`config.mk`:
```
export PLATFORM = sky130hd
export DESIGN_NAME = classify_module
export DESIGN_NICKNAME = d
export VERILOG_FILES = /design/src/rtl/classify_module.sv
export SDC_FILE = /design/constraint.sdc
export NUM_CORES = 1
export LEC_CHECK = 0
export BUFFER_PORTS_ARGS = -buffer_cell sky130_fd_sc_hd__buf_2
export CORE_UTILIZATION = 29
export DETAILED_ROUTE_END_ITERATION = 12
export PLACE_DENSITY = 0.61
export SYNTH_ARGS = -nofsm -noshare
export SYNTH_HDL_FRONTEND = slang
export SYNTH_SLANG_ARGS = --single-unit
```
`constraint.sdc`:
```
create_clock -name clk -period 2.8 [get_ports clk]
set_input_delay 0.7 -clock clk [delete_from_list [all_inputs] [get_ports clk]]
set_output_delay 0.7 -clock clk [all_outputs]
set_load 0.01 [all_outputs]
```
`src/rtl/classify_module.sv`:
```
// Argmax stage: scans NUM_CLASSES unsigned scores from output SRAM,
// then writes {max_val low bits, class_idx} back at RESULT_ADDR.
module classify_module #(
    parameter int NUM_CLASSES = 8,
    parameter int DATA_W      = 16,
    parameter int ADDR_W      = 4,
    parameter int IDX_W       = 3,
    parameter int BASE_ADDR   = 0,
    parameter int RESULT_ADDR = 8,
    parameter int RD_LATENCY  = 1
) (
    input  logic              clk,
    input  logic              reset,
    input  logic              start,
    output logic              rd_en,
    output logic [ADDR_W-1:0] rd_addr,
    input  logic [DATA_W-1:0] rd_data,
    output logic              wr_en,
    output logic [ADDR_W-1:0] wr_addr,
    output logic [DATA_W-1:0] wr_data,
    output logic [IDX_W-1:0]  class_idx,
    output logic [DATA_W-1:0] max_val,
    output logic              busy,
    output logic              done
);

    typedef enum logic [1:0] {
        S_IDLE,
        S_READ,
        S_DRAIN,
        S_WRITE
    } state_e;

    state_e state_q, state_d;

    logic [IDX_W-1:0]      rd_cnt_q, rd_cnt_d;
    logic [IDX_W-1:0]      cmp_cnt_q, cmp_cnt_d;
    logic [IDX_W-1:0]      run_idx_q, run_idx_d;
    logic [IDX_W-1:0]      cls_q, cls_d;
    logic [DATA_W-1:0]     run_max_q, run_max_d;
    logic [DATA_W-1:0]     max_q, max_d;
    logic [RD_LATENCY-1:0] vld_q, vld_d;
    logic [RD_LATENCY-1:0] vld_older;
    logic                  data_vld;
    logic                  take;

    always_comb begin
        data_vld  = vld_q[RD_LATENCY-1];
        take      = data_vld && (rd_data > run_max_q);
        state_d   = state_q;
        rd_cnt_d  = rd_cnt_q;
        cmp_cnt_d = data_vld ? cmp_cnt_q + 1'b1 : cmp_cnt_q;
        run_max_d = take ? rd_data : run_max_q;
        run_idx_d = take ? cmp_cnt_q : run_idx_q;
        cls_d     = cls_q;
        max_d     = max_q;
        rd_en     = 1'b0;
        rd_addr   = '0;
        wr_en     = 1'b0;
        wr_addr   = '0;
        wr_data   = '0;
        done      = 1'b0;
        busy      = (state_q != S_IDLE);
        // Stages still in flight besides the one being compared now.
        vld_older = vld_q;
        vld_older[RD_LATENCY-1] = 1'b0;

        unique case (state_q)
            S_IDLE: begin
                if (start) begin
                    state_d   = S_READ;
                    rd_cnt_d  = '0;
                    cmp_cnt_d = '0;
                    run_max_d = '0;
                    run_idx_d = '0;
                end
            end
            S_READ: begin
                rd_en    = 1'b1;
                rd_addr  = ADDR_W'(BASE_ADDR) + ADDR_W'(rd_cnt_q);
                rd_cnt_d = rd_cnt_q + 1'b1;
                if (rd_cnt_q == IDX_W'(NUM_CLASSES - 1)) begin
                    state_d = S_DRAIN;
                end
            end
            S_DRAIN: begin
                if (vld_older == '0) begin
                    state_d = S_WRITE;
                    cls_d   = run_idx_d;
                    max_d   = run_max_d;
                end
            end
            S_WRITE: begin
                wr_en   = 1'b1;
                wr_addr = ADDR_W'(RESULT_ADDR);
                wr_data = {max_q[DATA_W-IDX_W-1:0], cls_q};
                done    = 1'b1;
                state_d = S_IDLE;
            end
            default: state_d = S_IDLE;
        endcase

        vld_d = (vld_q << 1) | RD_LATENCY'(rd_en);
    end

    always_ff @(posedge clk) begin
        if (reset) begin
            state_q   <= S_IDLE;
            rd_cnt_q  <= '0;
            cmp_cnt_q <= '0;
            run_idx_q <= '0;
            run_max_q <= '0;
            cls_q     <= '0;
            max_q     <= '0;
            vld_q     <= '0;
        end else begin
            state_q   <= state_d;
            rd_cnt_q  <= rd_cnt_d;
            cmp_cnt_q <= cmp_cnt_d;
            run_idx_q <= run_idx_d;
            run_max_q <= run_max_d;
            cls_q     <= cls_d;
            max_q     <= max_d;
            vld_q     <= vld_d;
        end
    end

    assign class_idx = cls_q;
    assign max_val   = max_q;

endmodule
```
==> reports/results.ini <==
[place]
port_buffers = 61
dp_hpwl_um = 3620
place_congestion = 0.732

[sta]
timing_hold_violations_final = 0
finalWorstPathRequiredPeriod_ns = 2.41
tightest_slew_ns = 0.743
maxSlewHeadroom = 0.504
setup-violations-final = 0
hold_slack_ns = 0.497
finalClockSkew_ns = 0.00746
setup_repair_after_global_routing_missed_its_margin = false
timing.final.crit_share = 0.861
finalSetupTns_ns = 0
timing.fmax_mhz = 415
finalMaxSlewViolations = 0

[setup_path]
timing.critical_path.fanout_max = 10
worstReg2RegEnd = class_idx[1]$_SDFFE_PP0P_
ff2ff_setup_slack_ns = 0.54
worst-endpoint-required_ns = 2.98
timing.critical_path.slowest_cell_delay_ns = 0.39
cp.buffers_inverters = 2
startpoint_type = input pin
crit_path_start = rd_data[1]
cp_top_family = compound AO/OA/AOI/OAI gates
cpMaxStageDelayCell = a2111o_1
worstSetupEndpointType = flip-flop
critical_path_depth = 9
critical_path.cell_chain = buf_2 > ha_1 > nor2b_1 > o211ai_1 > a2111o_1 > a31oi_2 > buf_4 > mux2i_1 > a211oi_1
timing.rr.start = run_max_q[1]$_SDFF_PP0_
r2r.worst_path.cells = 9
path_class = input pin to flip-flop
critical_path_arrival_ns = 2.59
critical_path.endpoint = class_idx[1]$_SDFFE_PP0P_

[grt]
met2_track_demand_over_resource_in_global_routing = 0.205
global_route.usage.total = 0.125
initial_antenna_violation_count = 0
use_met1 = 0.158
grtUsageMet3 = 0.0369
grt_max_degree = 26
global_route_wire_length_before_repair_um = 8140
via_count_of_the_first_global_routing_pass = 1718
gr-total-overflow = 0
grt_most_used_layer = met2

[die]
std_cell_rows = 32
floorplan.core_area_um2 = 7730
die_y_um = 91.2
die_width_um = 91.2
initial_core_util = 0.299
die-area_um2 = 8330
top_level_ports = 66

[final_layout]
ant_diodes = 0
top_library_cells_by_usage_in_the_layout_fill_and_taps_aside = 61 x buf_2, 48 x nor2_1, 47 x dfxtp_1
fin_nets = 352
drive_gt1_frac = 0.244
area_grow_syn2layout_pct = 21.8
mostFrequentLayoutCell = buf_2

[route]
antenna_violating_nets_post_route = 0
route.detailed.drc = 0
per_cell_routed_wire_length_um = 11.7
postRouteWirelength_um = 4830
detailroute.via_count = 1819
route.detailed.vias_per_inst = 4.40
drt_pass1_iterations = 4
iteration_0_drc_count_of_the_detailed_router = 58

[cts]
cts_max_path_buffers = 2
root_buffer = clkbuf_8
clock_latency_ns = 0.30
ctsHtreeMaxLevel = 2
clk_pin_slew_worst_paths_ns = 0.09
cts_sinks = 47
cts_made_buffers = 5
cts_setup_buffers = 0
ctsResizeCount = 0
tritoncts_clock_tree = yes
ctsHoldBuffers = 0

[job]
cap_viol_max_count = 0

[synthesis]
yosysWarnings = 0
synthesized_flop_and_latch_total = 47
yosysTopAreaCellShare = 0.407
mappedNetlistArea_um2 = 2310
ys_top_cells_by_area = dfxtp_1 41%, ha_1 12%, mux2i_1 9.1%
dominantRegCellSynth = dfxtp_1
synthesis.area_per_instance_um2 = 9.13
netlist_instances = 253
synth_edf_count = 0
synth_top_cell_by_area = dfxtp_1
seq_area_frac_synth = 0.407
asyncSetResetFlopFracSynth = 0
synth_cell_type_count = 31

[pwr]
p_leak_uw = 0.00120
irDropWorstVdd_uv = 230
cellPowerDensity_nw_per_um2 = 825

[outcome]
outcome = finished clean

[worst_hold_path]
worst_hold_path_type = flip-flop to flip-flop

==> tightest hold or removal path: stages (launching register included) <==
cell and delay (ns):
dfxtp_1 0.32, nor2_1 0.08, a211oi_1 0.05
==> metal layers <==
layer / wire length, µm / part of all wire
met1: 2390 / 0.49
met2: 2220 / 0.46
met3: 191 / 0.040
met4: 34 / 0.0070
met5: 0 / 0
==> per-stage QoR <==
stage	utilization	setup slack [ns]	std cells	total power [µW]	area, µm²
2_1_floorplan	-	0.369	256	1510	2320
3_3_place_gp	0.346	0.145	405	1750	2680
3_5_place_dp	0.346	0.111	405	1770	2680
4_1_cts	0.364	0.390	413	2360	2810
5_1_grt	0.364	0.278	413	2500	2810
6_report	0.364	0.390	413	2320	2810
==> final cells by class <==
class / count / area [µm²]
clock buffers: 5 / 68.8
clock inverters: 3 / 67.6
fillers: 814 / 4910
inverters: 19 / 71.3
multi-input cells: 172 / 1200
flip-flops and latches: 47 / 941
well taps: 102 / 128
repair buffers: 65 / 335
==> sequential cells by signal, summed over array words and instances (netlist names) <==
signal	count
class_idx	3
cmp_cnt_q	3
data_vld	1
max_val	16
rd_cnt_q	3
run_idx_q	3
run_max_q	16
state_q	2
==> cell families after synthesis <==
group                      Yosys count  synth area share
adders and majority gates           23             0.125
AOI/OAI and AO/OA                   37             0.113
DFF                                 47             0.407
xor gates and xnor gates             2           0.00759
buffers and inverters               37            0.0802
other                                1           0.00162
muxes                               21            0.0910
and+or+nand+nor                     85             0.175
==> synthesized netlist by cell type (2+ instances only) <==
cell      number
a211oi_1      19
a21oi_1        7
a32oi_1        2
and2_1        19
buf_4          6
clkbuf_1      10
dfxtp_1       47
ha_1          23
inv_1         19
mux2i_1       21
nand2_1        5
nand4_1        3
nor2_1        48
nor2b_1        4
nor3_1         2
o21ai_0        3
==> worst min path at each step <==
stage	endpoint	cells after the start	startpoint	slack, ns
global placement	run_idx_q[2]$_SDFF_PP0_	2	run_idx_q[2]$_SDFF_PP0_	0.48
global route	max_val[7]$_SDFFE_PP0P_	2	max_val[7]$_SDFFE_PP0P_	0.52
finish	max_val[3]$_SDFFE_PP0P_	2	max_val[3]$_SDFFE_PP0P_	0.50
detailed placement	max_val[15]$_SDFFE_PP0P_	2	max_val[15]$_SDFFE_PP0P_	0.49
CTS	max_val[3]$_SDFFE_PP0P_	2	max_val[3]$_SDFFE_PP0P_	0.50
floorplan	run_idx_q[0]$_SDFF_PP0_	2	run_idx_q[0]$_SDFF_PP0_	0.46
==> where the power goes <==
group	switching, µW	total, µW	internal [µW]
clock network	232	588	356
registers	101	917	816
logic	474	814	340
(Power assumes the default switching activity.)
